[src/rtl/npc_bpred.sv]
// Next-PC unit with a direct-mapped BTB and 2-bit direction counters.
// Holds the fetch PC, predicts the next fetch address in the same cycle,
// and redirects fetch when EX resolves a control transfer differently
// from what was predicted at fetch.
module npc_bpred #(
  parameter int unsigned     XLEN      = 32,
  parameter int unsigned     BTB_DEPTH = 16,
  parameter logic [XLEN-1:0] RESET_PC  = '0
) (
  input  logic            clk,
  input  logic            rst,
  input  logic            stall,
  input  logic            ex_valid,
  input  logic            ex_is_branch,
  input  logic            ex_is_jump,
  input  logic            ex_taken,
  input  logic [XLEN-1:0] ex_pc,
  input  logic [XLEN-1:0] ex_target,
  input  logic            ex_pred_taken,
  input  logic [XLEN-1:0] ex_pred_target,
  output logic [XLEN-1:0] pc,
  output logic [XLEN-1:0] pc4,
  output logic            pred_taken,
  output logic [XLEN-1:0] pred_target,
  output logic            redirect
);

  localparam int unsigned     IDX  = $clog2(BTB_DEPTH);
  localparam int unsigned     TAGW = XLEN - IDX - 2;
  localparam logic [XLEN-1:0] FOUR = XLEN'(4);

  logic [XLEN-1:0] pc_q, pc_d;

  logic            valid_q  [BTB_DEPTH];
  logic            valid_d  [BTB_DEPTH];
  logic [TAGW-1:0] tag_q    [BTB_DEPTH];
  logic [TAGW-1:0] tag_d    [BTB_DEPTH];
  logic [XLEN-1:0] target_q [BTB_DEPTH];
  logic [XLEN-1:0] target_d [BTB_DEPTH];
  logic            jump_q   [BTB_DEPTH];
  logic            jump_d   [BTB_DEPTH];
  logic [1:0]      ctr_q    [BTB_DEPTH];
  logic [1:0]      ctr_d    [BTB_DEPTH];

  logic [IDX-1:0]  f_idx, e_idx;
  logic [TAGW-1:0] f_tag, e_tag;
  logic            f_hit, e_hit;
  logic [XLEN-1:0] ex_pc4;
  logic [XLEN-1:0] actual_next, pred_next;
  logic            redirect_w;

  assign f_idx = pc_q[IDX+1:2];
  assign f_tag = pc_q[XLEN-1:IDX+2];
  assign e_idx = ex_pc[IDX+1:2];
  assign e_tag = ex_pc[XLEN-1:IDX+2];

  // Fetch-side lookup always sees the pre-update BTB contents.
  assign f_hit       = valid_q[f_idx] && (tag_q[f_idx] == f_tag);
  assign e_hit       = valid_q[e_idx] && (tag_q[e_idx] == e_tag);
  assign pred_taken  = f_hit && (jump_q[f_idx] || ctr_q[f_idx][1]);
  assign pred_target = target_q[f_idx];

  assign pc     = pc_q;
  assign pc4    = pc_q + FOUR;
  assign ex_pc4 = ex_pc + FOUR;

  // Compare where EX actually went against where fetch assumed it would go.
  always_comb begin
    actual_next = ex_pc4;
    if (ex_is_jump || (ex_is_branch && ex_taken)) actual_next = ex_target;
    pred_next = ex_pred_taken ? ex_pred_target : ex_pc4;
  end

  assign redirect_w = ex_valid && (actual_next != pred_next);
  assign redirect   = redirect_w;

  // Next fetch PC: a mispredict wins even over a stall.
  always_comb begin
    pc_d = pc_q + FOUR;
    if (redirect_w)      pc_d = actual_next;
    else if (stall)      pc_d = pc_q;
    else if (pred_taken) pc_d = pred_target;
  end

  // BTB training from resolved branches/jumps; not gated by stall.
  always_comb begin
    for (int i = 0; i < int'(BTB_DEPTH); i++) begin
      valid_d[i]  = valid_q[i];
      tag_d[i]    = tag_q[i];
      target_d[i] = target_q[i];
      jump_d[i]   = jump_q[i];
      ctr_d[i]    = ctr_q[i];
    end
    if (ex_valid && (ex_is_branch || ex_is_jump)) begin
      if (e_hit) begin
        target_d[e_idx] = ex_target;
        jump_d[e_idx]   = ex_is_jump;
        if (ex_is_branch) begin
          if (ex_taken && (ctr_q[e_idx] != 2'b11))
            ctr_d[e_idx] = ctr_q[e_idx] + 2'b01;
          else if (!ex_taken && (ctr_q[e_idx] != 2'b00))
            ctr_d[e_idx] = ctr_q[e_idx] - 2'b01;
        end
      end else if (ex_is_jump || ex_taken) begin
        // Not-taken branches that miss are not worth a BTB entry.
        valid_d[e_idx]  = 1'b1;
        tag_d[e_idx]    = e_tag;
        target_d[e_idx] = ex_target;
        jump_d[e_idx]   = ex_is_jump;
        ctr_d[e_idx]    = 2'b10;
      end
    end
  end

  // State registers; counters reset weakly not-taken.
  always_ff @(posedge clk or posedge rst) begin
    if (rst) begin
      pc_q <= RESET_PC;
      for (int i = 0; i < int'(BTB_DEPTH); i++) begin
        valid_q[i]  <= 1'b0;
        tag_q[i]    <= '0;
        target_q[i] <= '0;
        jump_q[i]   <= 1'b0;
        ctr_q[i]    <= 2'b01;
      end
    end else begin
      pc_q <= pc_d;
      for (int i = 0; i < int'(BTB_DEPTH); i++) begin
        valid_q[i]  <= valid_d[i];
        tag_q[i]    <= tag_d[i];
        target_q[i] <= target_d[i];
        jump_q[i]   <= jump_d[i];
        ctr_q[i]    <= ctr_d[i];
      end
    end
  end

endmodule
[config.mk]
export PLATFORM = sky130hd
export DESIGN_NAME = npc_bpred
export DESIGN_NICKNAME = d
export VERILOG_FILES = /design/src/rtl/npc_bpred.sv
export SDC_FILE = /design/constraint.sdc
export NUM_CORES = 2
export LEC_CHECK = 0
export CORE_MARGIN = 10
export CORE_UTILIZATION = 45
export DETAILED_ROUTE_END_ITERATION = 8
export PLACE_DENSITY = 0.68
export SLEW_MARGIN = 0
export SYNTH_ARGS = -nofsm -noshare
export SYNTH_HDL_FRONTEND = slang
export SYNTH_SLANG_ARGS = --single-unit
[constraint.sdc]
create_clock -name clk -period 80.3 [get_ports clk]
set_clock_uncertainty 0.15 [all_clocks]
set_input_delay 16.06 -clock clk [delete_from_list [all_inputs] [get_ports clk]]
set_output_delay 16.06 -clock clk [all_outputs]
set_load 0.005 [all_outputs]
# == Word-level counts from Yosys, hierarchy flattened ==
# Cells that the tools add are included.
# word_totals
register_bits,1024
wordCells,172
in_bits,104
# op_classes
order_cmp,3
n_reduce_logical,19
n_eq_ne,7
n_bitwise,7
mux,51
add_sub_neg,4
# ops
cell,n
512-bit 2-to-1 mux,2
512-bit bitwise mux,1
416-bit bitwise mux,1
32-bit 2-to-1 mux,13
26-bit binary-select mux with 4-bit select,2
26-bit 2-to-1 mux,5
32-bit binary-select mux with 4-bit select,1
32-bit demux with 4-bit select,1
26-bit demux with 4-bit select,1
32-bit by 3-bit adder with 32-bit output (second input constant),2
32-bit bitwise mux,2
26-bit equality test,2
16-bit 2-to-1 mux,2
32-bit != test,1
16-bit OR,2
16-bit bitwise AND,1
2-bit binary-select mux with 4-bit select,2
16-bit bitwise mux,1
16-bit NOT,1
1-bit binary-select mux with 4-bit select,3
5-bit >= comparator (second input constant),2
2-bit 2-to-1 mux,5
4-bit NOT with 5-bit output,2
1-bit logical AND,9
16 further kinds,27

# == Longest topological paths before layout ==
# logic_depth
ltp_word,10
depth_mapped,18
ltp_nobuf,12

# == Least setup slack after synthesis ==
# Ideal clock, no wire load.
# synth_timing
kind,input -> output
start,input ex_pc[3]
end,output redirect
slack_ps,44535
cell_stages,18
n_path_buf,6
t_arrival_ps,19555
required_time_ps,64090
cell_sequence,buf_4 > buf_6 > buf_4 > buf_4 > buf_2 > inv_1 > ha_1 > mux2i_1 > xor2_1 > a41o_1 > o221ai_1 > nor4_1 > o2111ai_1 > nor4_1 > o2111ai_1 > o41ai_4 > buf_4 > inv_1
# synth_via
elab_chain_len,4
word_cells_on_any_way,5
# synth_lines
item,line_no,rtl
start: declaration,17,"input logic [XLEN-1:0] ex_pc,"
32-bit by 3-bit adder with 32-bit output (*),65,assign ex_pc4 = ex_pc + FOUR;
32-bit 2-to-1 mux (on tied branches),"70, 71",
32-bit != test (*),74,assign redirect_w = ex_valid && (actual_next != pred_next);
1-bit logical AND (*),74,
end: declaration,25,output logic redirect
# Every way passes the cells marked *; elsewhere a longest branch is shown, timed or not.

# == Worst setup path after layout ==
# Ends and elaborated chain as after synthesis.

==> summary.md <==
| Metric | Value |
|---|---|
| Status | finished, final reports clean |
| Core area | 124000 sq um |
| Antenna viol nets, final | 0 |
| Largest area contributor in the netlist | dfrtp_1 |
| Hold Buf Count CTS | 0 |
| Met1 usage | 34.0% |
| P_leak | 27.7 nW |
| Routed WL per cell | 30.9 microns |
| Ratio of final minimum period to clock period | 47.8% |
| Initial core utilization | 45.4% |
| Post-DP HPWL | 114 mm |
| Setup Fix Bufs, Post-CTS | 0 |
| Final worst slack | 41.95 ns |
| First-pass GRT wire length | 264 mm |
| Peak supply drop | 0.0210 mV |
| Die Ht | 374 microns |
| Vias | 37400 |
| Clock buffer depth | 3 |
| Part of the power in registers | 41.6% |
| Max Cap Violations | 0 |
| Netlist Area Pre-Place | 56400 sq um |
| CTS tree | done |
| Gr ovfl total | 0 |
| Grt met3 use | 8.03% |
| Area delta synth->final | 11.9% |
| CP Cell Sequence | clkbuf_8, ha_1, nand3_1, or3_1, o41ai_1, a211oi_1, nor4_1, o2111ai_1, nor4_1, o2111ai_1, o41ai_4, buf_4, inv_1, clkdlybuf4s50_1 |
| Drt pass-1 iters | 6 |
| CP peak stage delay | 1.06 ns |
| Top-count cell post-synth | dfrtp_1 |
| Core Rows | 129 |
| Period minus WS final | 38.35 ns |
| Post-route DRC | 0 |
| Initial antenna violation count | 22 |
| Hold Crit Class | flip-flop to flip-flop |
| Synth Flop Type | dfrtp_1 |
| Die Area | 140000 sq um |
| CTS Buf Count | 108 |
| Initial drt markers | 4033 |
| Post-Syn Area per Cell | 13.7 sq um |
| WL final | 181 mm |
| Fin nets | 4240 |
| Clock transition at path regs | 0.07 ns |
| Switch Pwr | 0.000524 W |
| Power Internal | 0.00119 W |
| Max Slew Vio Count | 0 |
| Final setup fails | 0 |
| R2r setup slk | 72.75 ns |
| Synth Instances | 4112 |
| Vias in the first global route | 37400 |
| Vias per cell | 6.39 |
| Worst slew pin tran | 1.34 ns |
| Crit start category | input port |
| TritonCTS Sinks | 1024 |
| Worst path slowest cell | o41ai_4 |
| Post-synth top cells | 1008 x dfrtp_1, 659 x mux2_2, 285 x mux2i_1 |
| CTS resizes | 0 |
| Async SR Flop Fraction | 100% |
| CP Capture Type | primary output |
| Crit Path Category | input port to primary output |
| RSZ-0062 raised after global routing | no |
| Gate power share | 28.0% |
| Buf/Inv on CP | 4 |
| YS warnings | 0 |
| Post-synth EDFFs | 0 |
| Total Routing Usage GR | 25.1% |
| Routability cong. | 0.892 |
| H-Tree Depth | 3 |
| Required time of the worst setup path | 64.09 ns |
| IO Port Bufs | 201 |
| GRT busiest layer | met2 |
| Count of final hold-check violations | 0 |
| Worst Path Max Fanout | 36 |
| Post-Route Setup TNS | 0 ns |
| Crit path max-delay family | compound AO/OA/AOI/OAI gates |
| F_max | 0.0261 GHz |
| Met2 Use GR | 37.5% |
| Synth area leaders | dfrtp_1 45%, mux2_2 13%, mux4_2 11%, mux2_4 6.0%, mux2i_1 5.1% |
| CTS root buffer | clkbuf_16 |
| Pwr dens | 27.1 nW/um^2 |
| Pre-CTS setup slack | 42.10 ns |
| Post-Syn Nets | 4223 |
| Die width | 374 microns |
| Post-synth cell types | 89 |
| FF+latch count, synth | 1024 |
| Clock power share | 30.4% |
| I/O pin count | 202 |
| Register area share after synthesis | 45.5% |
| Slew headroom | 10.1% |
| Yosys top cell area share | 44.7% |
| Sw frac | 30.6% |
| Clk_lat worst skew | 0.74 ns |
| Maximum number of pins on one net before global-route repair | 171 |
| Share of post-route cells with drive strength above 1 | 37.0% |
| Crit path DAT | 22.14 ns |
==> state kept, by name, indices dropped and copies added, names as in the netlist <==
signal    flops
target_q    512
valid_q      16
tag_q       416
jump_q       16
ctr_q        32
pc           32
==> power groups by stage <==
stage / sequential [W] / combinational (W) / clock [W]
2_1_floorplan: 0.000687 / 0.000338 / 0
3_3_place_gp: 0.000710 / 0.000467 / 0
3_5_place_dp: 0.000715 / 0.000475 / 0
4_1_cts: 0.000707 / 0.000477 / 0.000528
5_1_grt: 0.000723 / 0.000507 / 0.000549
6_report: 0.000711 / 0.000478 / 0.000521
==> final cells by class <==
type	instances	area [sq um]
diodes	7	17.5
clock buffers	159	3170
clock inverters	39	497
fillers	10600	61100
inverters	25	101
multi-input cells	2641	28600
flip-flops and latches	1024	25700
well taps	1637	2050
repair buffers	329	2980
==> cells in the final DEF, fill, tap and decap left out, types with 103 or more instances in the layout <==
cell,count
buf_4,128
clkbuf_16,109
clkdlybuf4s50_1,194
dfrtp_1,1004
mux2_1,103
mux2_2,659
mux2_4,227
mux2i_1,285
mux4_2,268
nand2_1,130
xnor2_1,103
==> stage by stage <==
stage | hold slack, ns | total power (W) | cell area [sq um] | util [%] | instances
after global placement | 0.318 | 0.00118 | 59400 | 47.8 | 5656
after global routing | 0.353 | 0.00178 | 63100 | 50.8 | 5854
after floorplan | 0.300 | 0.00102 | 56400 | - | 4112
final | 0.345 | 0.00171 | 63100 | 50.8 | 5861
after detailed placement | 0.327 | 0.00119 | 59400 | 47.8 | 5656
after CTS | 0.342 | 0.00171 | 63100 | 50.8 | 5854
==> metal layers <==
metal,wire length [microns],vias up
met3,18700,387
met4,7090,30
met5,197,-
met2,79500,1721
li1,-,15500
met1,75600,19800
==> path summary, 6_finish.rpt <==
| path | start | to | cells past startpoint |
|---|---|---|---|
| min | valid_q[5] | valid_q[5] | 1 |
| max in group asynchronous | rst | target_q[500] | 5 |
| min in group asynchronous | rst | tag_q[154] | 2 |
| max reg2reg | pc[3] | pc[7] | 13 |
| min reg2reg | valid_q[5] | valid_q[5] | 1 |
| max | ex_pc[3] | redirect | 14 |
==> logic make-up (layout without fill, tap and decap cells) <==
family	after synthesis	after routing	share of synthesized area (%)
DFF	1024	1024	45.5
muxes	1542	1542	37.0
xor gates and xnor gates	162	162	2.64
adders and majority gates	7	7	0.155
other	0	7	0
and+or+nand+nor	506	506	5.26
AOI/OAI and AO/OA	424	424	5.44
buffers and inverters	447	552	4.00
Note: power is estimated with default switching activity, not from simulation.
